===== config.mk =====
export PLATFORM = sky130hd
export DESIGN_NAME = arbitro_quadro_matriz
export DESIGN_NICKNAME = d
export VERILOG_FILES = /design/src/rtl/arbitro_quadro_matriz_pkg.sv /design/src/rtl/arbitro_rr2.sv /design/src/rtl/arbitro_quadro_matriz.sv
export SDC_FILE = /design/constraint.sdc
export NUM_CORES = 1
export LEC_CHECK = 0
export BUFFER_PORTS_ARGS = -buffer_cell sky130_fd_sc_hd__clkbuf_2
export CORE_ASPECT_RATIO = 1.4
export CORE_MARGIN = 4
export CORE_UTILIZATION = 30
export CTS_CLUSTER_DIAMETER = 30
export DETAILED_ROUTE_END_ITERATION = 8
export PLACE_DENSITY = 0.5
export SYNTH_ARGS = -nofsm -noshare
export SYNTH_HDL_FRONTEND = slang
export SYNTH_HIERARCHICAL = 1
export SYNTH_SLANG_ARGS = --single-unit
export TNS_END_PERCENT = 1

===== constraint.sdc =====
create_clock -name clock -period 2.4 [get_ports clock]
set_clock_uncertainty 0.05 [all_clocks]
set_input_delay 0.24 -clock clock [delete_from_list [all_inputs] [get_ports clock]]
set_output_delay 0.24 -clock clock [all_outputs]
set_load 0.01 [all_outputs]

===== src/rtl/arbitro_quadro_matriz_pkg.sv =====
// rtl/arbitro_quadro_matriz_pkg.sv - shared constants and types for the double-buffered matrix arbiter
package arbitro_quadro_matriz_pkg;

  localparam int CICLOS_QUADRO_PADRAO = 2048;
  localparam int LARGURA_LINHA        = 8;
  localparam int NUM_LINHAS           = 8;
  localparam int LARG_IDX_LINHA       = $clog2(NUM_LINHAS);

  typedef logic [LARGURA_LINHA-1:0]  linha_t;
  typedef logic [LARG_IDX_LINHA-1:0] idx_linha_t;

  typedef enum logic [1:0] {
    OCIOSO        = 2'd0,
    LIMPEZA       = 2'd1,
    AGUARDA_TROCA = 2'd2
  } estado_t;

  // Identity of the requester that won the most recent grant.
  typedef enum logic {
    JOGO = 1'b0,
    SOB  = 1'b1
  } requisitante_t;

endpackage


===== src/rtl/arbitro_rr2.sv =====
// rtl/arbitro_rr2.sv - two-way round-robin grant with last-winner pointer
module arbitro_rr2
  import arbitro_quadro_matriz_pkg::*;
(
  input  logic       clock,
  input  logic       reset,
  input  logic       habilita,
  input  logic [1:0] req,
  output logic [1:0] grant
);

  requisitante_t ultimo_q, ultimo_d;

  always_comb begin
    grant = 2'b00;
    if (habilita) begin
      case (req)
        2'b01:   grant = 2'b01;
        2'b10:   grant = 2'b10;
        2'b11:   grant = (ultimo_q == SOB) ? 2'b01 : 2'b10;
        default: grant = 2'b00;
      endcase
    end
  end

  always_comb begin
    ultimo_d = ultimo_q;
    if (grant[0]) begin
      ultimo_d = JOGO;
    end else if (grant[1]) begin
      ultimo_d = SOB;
    end
  end

  // Pointer starts on overlay so the game side wins the first tie.
  always_ff @(posedge clock or negedge reset) begin
    if (!reset) begin
      ultimo_q <= SOB;
    end else begin
      ultimo_q <= ultimo_d;
    end
  end

endmodule


===== src/rtl/arbitro_quadro_matriz.sv =====
// rtl/arbitro_quadro_matriz.sv - double-buffered 8x8 frame store with two writers and frame-synchronous swap
module arbitro_quadro_matriz
  import arbitro_quadro_matriz_pkg::*;
#(
  parameter int CICLOS_QUADRO = CICLOS_QUADRO_PADRAO
) (
  input  logic       clock,
  input  logic       reset,
  input  logic       req_jogo,
  input  logic [2:0] linha_jogo,
  input  logic [7:0] dado_jogo,
  output logic       ack_jogo,
  input  logic       req_sob,
  input  logic [2:0] linha_sob,
  input  logic [7:0] dado_sob,
  output logic       ack_sob,
  input  logic       limpar,
  input  logic       troca_req,
  output logic       troca_pendente,
  output logic       troca_feita,
  output logic [7:0] padrao_linha0,
  output logic [7:0] padrao_linha1,
  output logic [7:0] padrao_linha2,
  output logic [7:0] padrao_linha3,
  output logic [7:0] padrao_linha4,
  output logic [7:0] padrao_linha5,
  output logic [7:0] padrao_linha6,
  output logic [7:0] padrao_linha7
);

  localparam int LARG_CONT = $clog2(CICLOS_QUADRO);
  localparam logic [LARG_CONT-1:0] ULTIMO_CICLO = LARG_CONT'(CICLOS_QUADRO - 1);
  localparam idx_linha_t ULTIMA_LINHA = idx_linha_t'(NUM_LINHAS - 1);

  estado_t            estado_q, estado_d;
  logic [LARG_CONT-1:0] cont_q, cont_d;
  logic               sel_q, sel_d;
  logic               troca_latch_q, troca_latch_d;
  logic               feita_q, feita_d;
  idx_linha_t         lin_limpa_q, lin_limpa_d;
  linha_t             buf_q [2][NUM_LINHAS];
  linha_t             buf_d [2][NUM_LINHAS];
  linha_t             padrao_q [NUM_LINHAS];
  linha_t             padrao_d [NUM_LINHAS];
  logic               tras;
  logic               wrap;
  logic [1:0]         grant;

  assign tras = ~sel_q;
  assign wrap = (cont_q == ULTIMO_CICLO);

  arbitro_rr2 u_arbitro_rr2 (
    .clock    (clock),
    .reset    (reset),
    .habilita (estado_q == OCIOSO),
    .req      ({req_sob, req_jogo}),
    .grant    (grant)
  );

  assign ack_jogo = grant[0];
  assign ack_sob  = grant[1];

  // Free-running frame counter, independent of the FSM.
  assign cont_d = wrap ? '0 : cont_q + 1'b1;

  always_comb begin
    estado_d      = estado_q;
    troca_latch_d = troca_latch_q;
    lin_limpa_d   = lin_limpa_q;
    sel_d         = sel_q;
    feita_d       = 1'b0;
    case (estado_q)
      OCIOSO: begin
        if (limpar) begin
          estado_d    = LIMPEZA;
          lin_limpa_d = '0;
          if (troca_req) begin
            troca_latch_d = 1'b1;
          end
        end else if (troca_req) begin
          estado_d = AGUARDA_TROCA;
        end
      end
      LIMPEZA: begin
        if (troca_req) begin
          troca_latch_d = 1'b1;
        end
        lin_limpa_d = lin_limpa_q + 1'b1;
        if (lin_limpa_q == ULTIMA_LINHA) begin
          estado_d      = troca_latch_d ? AGUARDA_TROCA : OCIOSO;
          troca_latch_d = 1'b0;
        end
      end
      AGUARDA_TROCA: begin
        if (wrap) begin
          sel_d    = ~sel_q;
          estado_d = OCIOSO;
          feita_d  = 1'b1;
        end
      end
      default: begin
        estado_d = OCIOSO;
      end
    endcase
  end

  // Only the back buffer is ever written; acks are already zero outside OCIOSO.
  always_comb begin
    buf_d = buf_q;
    if (estado_q == LIMPEZA) begin
      buf_d[tras][lin_limpa_q] = '0;
    end else if (ack_jogo) begin
      buf_d[tras][linha_jogo] = dado_jogo;
    end else if (ack_sob) begin
      buf_d[tras][linha_sob] = dado_sob;
    end
  end

  // Using sel_d lines the new picture up with the troca_feita pulse; the
  // incoming front buffer is never written on the swap edge.
  always_comb begin
    for (int r = 0; r < NUM_LINHAS; r++) begin
      padrao_d[r] = buf_q[sel_d][r];
    end
  end

  always_ff @(posedge clock or negedge reset) begin
    if (!reset) begin
      estado_q      <= OCIOSO;
      cont_q        <= '0;
      sel_q         <= 1'b0;
      troca_latch_q <= 1'b0;
      feita_q       <= 1'b0;
      lin_limpa_q   <= '0;
      buf_q         <= '{default: '0};
      padrao_q      <= '{default: '0};
    end else begin
      estado_q      <= estado_d;
      cont_q        <= cont_d;
      sel_q         <= sel_d;
      troca_latch_q <= troca_latch_d;
      feita_q       <= feita_d;
      lin_limpa_q   <= lin_limpa_d;
      buf_q         <= buf_d;
      padrao_q      <= padrao_d;
    end
  end

  assign troca_pendente = (estado_q == AGUARDA_TROCA) || troca_latch_q;
  assign troca_feita    = feita_q;

  assign padrao_linha0 = padrao_q[0];
  assign padrao_linha1 = padrao_q[1];
  assign padrao_linha2 = padrao_q[2];
  assign padrao_linha3 = padrao_q[3];
  assign padrao_linha4 = padrao_q[4];
  assign padrao_linha5 = padrao_q[5];
  assign padrao_linha6 = padrao_q[6];
  assign padrao_linha7 = padrao_q[7];

endmodule


==> results.yml, run 1 <==
synth:
  syn_avg_cell_area_um2: 13.22
  yosysTopAreaCellShare_pct: 51.53
  syn_warnings: 6
  library_cells_used_by_synthesis: 49
  async_flop_share_pct: 100.0
  syn_area_um2: 10250
  synthFlopType: "sky130_fd_sc_hd__dfrtp_1"
  postSynthRegisterBits: 212
  synth_top_cell_by_area: "sky130_fd_sc_hd__dfrtp_1"
  synth_edf_count: 0
  synth_cells: 775
  ys_top_cells_by_area: "sky130_fd_sc_hd__dfrtp_1 (52%), sky130_fd_sc_hd__o2bb2ai_1 (11%), sky130_fd_sc_hd__a22oi_1 (9.4%)"
  synth_fp_nets: 806
  synth-seq-area-share_pct: 51.79
sta:
  final_min_period_over_clock_period_pct: 97.31
  timing_worst_slew_pin_value_ns: 1.203
  min_setup_slack_post_route_ns: 0.06456
  maxSlewHeadroom_pct: 19.48
  fmaxAchievable_mhz: 428.2
  period_minus_slack_ns: 2.335
  rsz0062_at_grt: "yes"
  slew_violations: 0
  finalSetupViolCount: 0
  totalNegativeSetupSlack_ns: 0
  hold_viol_final: 0
pwr:
  power_leakage_nw: 5.882
  peakVddDrop_mv: 0.6439
  fin_total_pwr_mw: 13.46
  power_density_nw_per_um2: 1018
floorplanning:
  floorplan.initialDensity_pct: 30.58
  core_area_um2: 33510
  die-width_um: 164.2
  chipHeight_um: 226.7
  pin_count: 96
  placement_rows: 79
  design.die.area_um2: 37220
layout:
  combined_area_of_the_multi_input_logic_cells_um2: 4619
  fin_util_pct: 39.43
  layout-drive-gt1-share_pct: 40.12
  area.sequential_um2: 5306
  final_design_area_no_fill_um2: 13210
  area.growth.synth_to_final_pct: 28.97
  n_fill_cell: 3178
  finish.net_count: 974
clocking:
  tritoncts.num_buffers: 38
  clock_pin_slew_worst_setup_and_hold_paths_ns: 0.05
  clock_sink_count: 212
  cts_root_buf: "sky130_fd_sc_hd__clkbuf_16"
  cts.htree.levels: 2
  worst_skew_pair.late_latency_ns: 0.52
  cts_max_path_buffers: 3
  cts_tree: "yes"
critical_path:
  worstRegToRegCells: 6
  timing.rr.end: "buf_q[101]"
  worstPathRequired_ns: 2.79
  timing.setup.critical_path_class: "reg -> reg"
  critPathLaunch: "estado_q[0]"
  cp_data_arrival_time_ns: 2.72
  crit-reg2reg-launch: "estado_q[0]"
  rrSetupSlack_ns: 0.06
  critPathLaunchType: "flop"
  worst_setup_path_end_kind: "flop"
  critPathMaxFanout: 11
route:
  routed-via-count: 7588
  drc: 0
  number_of_violations_reported_at_the_end_of_detailed_routing_iteration_0: 478
  viasPerCell: 5.351
  antenna_violating_nets_post_route: 0
  drt_wl_total_um: 30960
  dr.pass1.iters: 5
  post_drt_wl_per_cell_um: 21.83
global_routing:
  grt_pass1_wl_um: 48510
  antenna_found_initial: 1
  largest_net_degree_at_the_start_of_global_routing: 73
  first_global_vias: 8049
  globalRoute.totalOverflow: 0
  global_route.usage.total_pct: 16.77
place:
  detailed_place_hpwl_um: 20550
  finalWeightedCongestion: 0.8257
  placedInstanceArea_um2: 11710
  io_buffer_count: 95
  detailedPlace.worstSlack_ns: -0.01758
min_path:
  hold_path_depth: 3
  whs_endpoint: "estado_q[0]"
  worstHoldPathType: "in -> reg"
  min_from: "limpar"
job:
  max_cap_check_violation_count: 0
status:
  outcome: "complete, no violations"
worst max-delay path by stage:
stage,end,slack [ns]
floorplan,buf_q[56],0.01
global placement,buf_q[105],0.07
detailed placement,buf_q[69],-0.02
CTS,buf_q[113],0.04
global route,padrao_linha0[7],-0.01
finish,buf_q[101],0.06
sequential cells by signal (all words and copies together) (netlist names):
| signal | count |
|---|---|
| buf_q | 128 |
| cont_q | 11 |
| estado_q | 2 |
| lin_limpa_q | 3 |
| padrao_linha0 | 8 |
| padrao_linha1 | 8 |
| padrao_linha2 | 8 |
| padrao_linha3 | 8 |
| padrao_linha4 | 8 |
| padrao_linha5 | 8 |
| padrao_linha6 | 8 |
| padrao_linha7 | 8 |
| sel_q | 1 |
| troca_feita | 1 |
| troca_latch_q | 1 |
| u_arbitro_rr2/ultimo_q | 1 |
final cells by class:
class                      count  share of cell area [%]
sequential                   212                   40.16
tap                          445                   4.214
multi-input combinational    494                   34.96
timing repair buffer         193                   9.961
inverter                       4                  0.1136
antenna                        1                 0.01894
clock inverter                21                   2.235
clock buffer                  48                   8.342
layer usage:
layer  share of wire (%)  global-route usage (%)
met1                  44                   22.66
met2                  48                   26.56
met3                 5.0                   3.237
met4                 3.4                   6.632
met5               0.061                       0
placed cells by master (no fill, tap or decap), types with 4 or more instances in the layout:
master	Yosys	final
sky130_fd_sc_hd__clkbuf_16	0	41
sky130_fd_sc_hd__buf_12	0	6
sky130_fd_sc_hd__dfrtp_1	211	211
sky130_fd_sc_hd__nand2b_1	13	13
sky130_fd_sc_hd__mux2_2	15	15
sky130_fd_sc_hd__bufinv_16	0	6
sky130_fd_sc_hd__clkbuf_2	1	94
sky130_fd_sc_hd__clkinv_4	0	4
sky130_fd_sc_hd__nor2_2	6	7
sky130_fd_sc_hd__clkbuf_8	0	6
sky130_fd_sc_hd__o2bb2ai_1	128	128
sky130_fd_sc_hd__nand2_1	11	10
sky130_fd_sc_hd__inv_1	4	4
sky130_fd_sc_hd__clkinv_2	0	5
sky130_fd_sc_hd__a221oi_4	10	12
sky130_fd_sc_hd__mux2_4	49	49
sky130_fd_sc_hd__and3_1	10	10
sky130_fd_sc_hd__xor2_1	6	6
sky130_fd_sc_hd__a221oi_2	19	19
sky130_fd_sc_hd__nor3_2	12	12
sky130_fd_sc_hd__dlygate4sd3_1	0	4
sky130_fd_sc_hd__nor3b_2	7	6
sky130_fd_sc_hd__nor3_1	4	4
sky130_fd_sc_hd__nor2_1	31	30
sky130_fd_sc_hd__a22oi_1	128	128
sky130_fd_sc_hd__buf_4	3	85
report_power, final:
group | total, mW | internal, mW | switching [mW] | leakage, nW
registers | 4.36 | 4.04 | 0.324 | 2.89
logic | 3.30 | 1.24 | 2.06 | 2.31
clock network | 5.80 | 3.92 | 1.88 | 0.686
total | 13.5 | 9.20 | 4.26 | 5.88
synthesized netlist by cell type (3+ instances only):
library cell / n
sky130_fd_sc_hd__mux2_4: 49
sky130_fd_sc_hd__nor2_1: 31
sky130_fd_sc_hd__xor2_1: 6
sky130_fd_sc_hd__and3_1: 10
sky130_fd_sc_hd__nand2_1: 11
sky130_fd_sc_hd__inv_1: 4
sky130_fd_sc_hd__nand3_1: 3
sky130_fd_sc_hd__a221oi_4: 10
sky130_fd_sc_hd__a221oi_2: 19
sky130_fd_sc_hd__o2bb2ai_1: 128
sky130_fd_sc_hd__nor2_2: 6
sky130_fd_sc_hd__ha_1: 3
sky130_fd_sc_hd__nor4_1: 3
sky130_fd_sc_hd__nor2b_1: 3
sky130_fd_sc_hd__nor3_2: 12
sky130_fd_sc_hd__a22oi_1: 128
sky130_fd_sc_hd__nand2b_1: 13
sky130_fd_sc_hd__buf_4: 3
sky130_fd_sc_hd__nor3b_2: 7
sky130_fd_sc_hd__xnor2_1: 4
sky130_fd_sc_hd__nor3_1: 4
sky130_fd_sc_hd__a21oi_1: 4
sky130_fd_sc_hd__mux2_2: 15
sky130_fd_sc_hd__dfrtp_1: 211
sky130_fd_sc_hd__buf_2: 16
sky130_fd_sc_hd__buf_6: 15
sky130_fd_sc_hd__clkbuf_1: 29
worst max-delay path: stages (launching register included):
cell and delay (ns):
sky130_fd_sc_hd__dfrtp_1 0.38, sky130_fd_sc_hd__buf_4 0.14, sky130_fd_sc_hd__nor2b_4 0.15, sky130_fd_sc_hd__nor3b_2 0.95
sky130_fd_sc_hd__buf_4 0.32, sky130_fd_sc_hd__a22oi_1 0.11, sky130_fd_sc_hd__o2bb2ai_1 0.16
cells by family (layout without fill, tap and decap cells):
| group | after synthesis | in the layout | share of synthesized area, % |
|---|---|---|---|
| compound gates | 300 | 300 | 26.71 |
| xor+xnor | 10 | 10 | 0.8548 |
| fa+ha+maj | 3 | 3 | 0.3664 |
| buf+inv | 69 | 266 | 3.944 |
| flops | 212 | 212 | 51.79 |
| mux | 64 | 64 | 8.829 |
| other cells | 0 | 1 | 0 |
| simple gates | 117 | 117 | 7.510 |
stage by stage:
stage	hold slack, ns	cells
after global routing	0.1065	1417
final	0.09697	1418
after global placement	0.2356	1344
after CTS	0.08716	1417
after floorplan	-0.1056	775
after detailed placement	0.2402	1344
what timing repair did:
item / 4_1_cts / 5_1_grt
gates resized for setup: 2 / 8
buffers inserted: 0 / 0
endpoints found under the hold margin: 68 / 0
setup endpoints to repair: 4 / 109
pin swaps: 0 / 8
hold buffers: 4 / 0
No activity file was read; power rests on OpenSTA's default activity.
==> run 2: changes to the inputs <==
--- a/config.mk
+++ b/config.mk
@@ -12,6 +12,7 @@
 export CTS_CLUSTER_DIAMETER = 30
 export DETAILED_ROUTE_END_ITERATION = 8
 export PLACE_DENSITY = 0.5
+export SETUP_SLACK_MARGIN = 0.2
 export SYNTH_ARGS = -nofsm -noshare
 export SYNTH_HDL_FRONTEND = slang
 export SYNTH_HIERARCHICAL = 1
==> results.yml, run 2 (synthesis results as in run 1) <==
status:
  outcome: "complete, no violations"
floorplanning:
  core_area_um2: 33510
  design.die.area_um2: 37220
  pin_count: 96
  die-width_um: 164.2
  chipHeight_um: 226.7
  floorplan.initialDensity_pct: 30.58
  placement_rows: 79
sta:
  period_minus_slack_ns: 2.196
  rsz0062_at_grt: "yes"
  fmaxAchievable_mhz: 455.4
  finalSetupViolCount: 0
  totalNegativeSetupSlack_ns: 0
  maxSlewHeadroom_pct: 34.96
  final_min_period_over_clock_period_pct: 91.50
  timing_worst_slew_pin_value_ns: 0.9713
  slew_violations: 0
  hold_viol_final: 0
  min_setup_slack_post_route_ns: 0.2039
pwr:
  power_leakage_nw: 5.995
  power_density_nw_per_um2: 1016
  peakVddDrop_mv: 0.4280
route:
  antenna_violating_nets_post_route: 0
  route.met2.wl_um: 15510
  number_of_violations_reported_at_the_end_of_detailed_routing_iteration_0: 486
  dr.pass1.iters: 5
  maxUsedRoutingLayer: "met5"
  wirelength_met1_um: 13870
  post_drt_wl_per_cell_um: 22.48
  detailroute.wirelength.met3_um: 1841
  viasPerCell: 5.382
  routed-via-count: 7696
  drt_wl_total_um: 32150
  drc: 0
layout:
  layout-drive-gt1-share_pct: 41.42
  registers.top_by_ff_count: "buf_q"
  commonest_non_fill_non_tap_cell_in_the_layout: "sky130_fd_sc_hd__dfrtp_1"
  fin_util_pct: 40.81
  n_fill_cell: 3146
  finish.net_count: 982
  most-common-layout-cells: "sky130_fd_sc_hd__dfrtp_1 (210), sky130_fd_sc_hd__a22oi_1 (128), sky130_fd_sc_hd__o2bb2ai_1 (128), sky130_fd_sc_hd__clkbuf_2 (94), sky130_fd_sc_hd__buf_4 (72)"
  largestRegisters: "buf_q x128, cont_q x11"
  antenna_cells: 0
  area.growth.synth_to_final_pct: 33.47
  final_cell_count_no_fill: 1430
  largest_register_ffs: 128
clocking:
  cts_root_buf: "sky130_fd_sc_hd__clkbuf_16"
  worst_skew_pair.late_latency_ns: 0.53
  tritoncts.num_buffers: 42
  clock_sink_count: 212
  clock_pin_slew_worst_setup_and_hold_paths_ns: 0.06
  cts_tree: "yes"
  cts.htree.levels: 2
  cts_max_path_buffers: 3
global_routing:
  globalRoute.totalOverflow: 0
  grt_pass1_wl_um: 49110
  first_global_vias: 8165
  antenna_found_initial: 2
  largest_net_degree_at_the_start_of_global_routing: 70
  global_route.usage.total_pct: 16.92
place:
  detailed_place_hpwl_um: 20590
  detailedPlace.worstSlack_ns: 0.08336
  post-place-cells: 1336
  io_buffer_count: 95
  finalWeightedCongestion: 0.8036
critical_path:
  cp_data_arrival_time_ns: 2.56
  worst_setup_path_end_kind: "flop"
  timing.setup.critical_path_class: "reg -> reg"
  critPathLaunchType: "flop"
  critPathMaxFanout: 14
  worstPathRequired_ns: 2.77
job:
  max_cap_check_violation_count: 0
min_path:
  worstHoldPathType: "in -> reg"
## run 2: path summary, 6_finish.rpt
| check | startpoint | slack, ns | end | depth (start not counted) |
|---|---|---|---|---|
| max | cont_q[0] | 0.20 | padrao_linha6[2] | 7 |
| min | limpar | 0.09 | estado_q[1] | 4 |
| max reg2reg | cont_q[0] | 0.20 | padrao_linha6[2] | 7 |
| min reg2reg | buf_q[9] | 0.43 | buf_q[9] | 1 |
| max in group asynchronous | reset | 1.30 | u_arbitro_rr2/ultimo_q | 3 |
| min in group asynchronous | reset | 0.26 | buf_q[71] | 2 |
## run 2: metal layers
metal  track usage (%)  vias to the layer above
met3             3.237                       70
met4             5.901                        4
li1                  -                     3459
met2             27.19                      263
met1             22.89                     3900
met5                 0                        -
## run 2: area by class of cell
type                            instances  area, um2  area share, %
Clock buffer                           49       1137          8.317
Clock inverter                         29      347.8          2.543
Inverter                                4      15.01         0.1098
Multi-Input combinational cell        495       4780          34.95
Sequential cell                       212       5308          38.81
Tap cell                              445      556.8          4.071
Timing Repair Buffer                  196       1531          11.20
## run 2: repair_timing
action / CTS / global route
endpoints found under the setup margin: 87 / 192
resized for setup: 1 / 31
cloned: 0 / 4
hold endpoints to repair: 64 / 0
hold buffers: 4 / 0
pin swaps: 0 / 6
setup buffers: 0 / 8
## run 2: per-stage QoR
step           power, mW  cell area [um2]  hold WS (ns)
2_1_floorplan      6.324            10290       -0.1056
3_3_place_gp       7.548            11760        0.2877
3_5_place_dp       7.560            11760        0.2762
4_1_cts            13.73            13290       0.07279
5_1_grt            14.48            13680        0.1596
6_report           13.90            13680       0.08722
## run 2: worst max-delay path: stages (launching register included)
cell and delay, ns:
sky130_fd_sc_hd__dfrtp_1 0.40, sky130_fd_sc_hd__ha_1 0.23, sky130_fd_sc_hd__and3_2 0.26, sky130_fd_sc_hd__and4_4 0.22, sky130_fd_sc_hd__xnor2_4 0.20, sky130_fd_sc_hd__buf_6 0.17
sky130_fd_sc_hd__buf_12 0.16, sky130_fd_sc_hd__mux2_2 0.38
## run 2: where the power goes
group | switching, mW | leakage [nW] | internal (mW)
combinational | 2.15 | 2.39 | 1.32
sequential | 0.328 | 2.89 | 4.04
clock | 2.16 | 0.719 | 3.91
total | 4.64 | 6.00 | 9.27
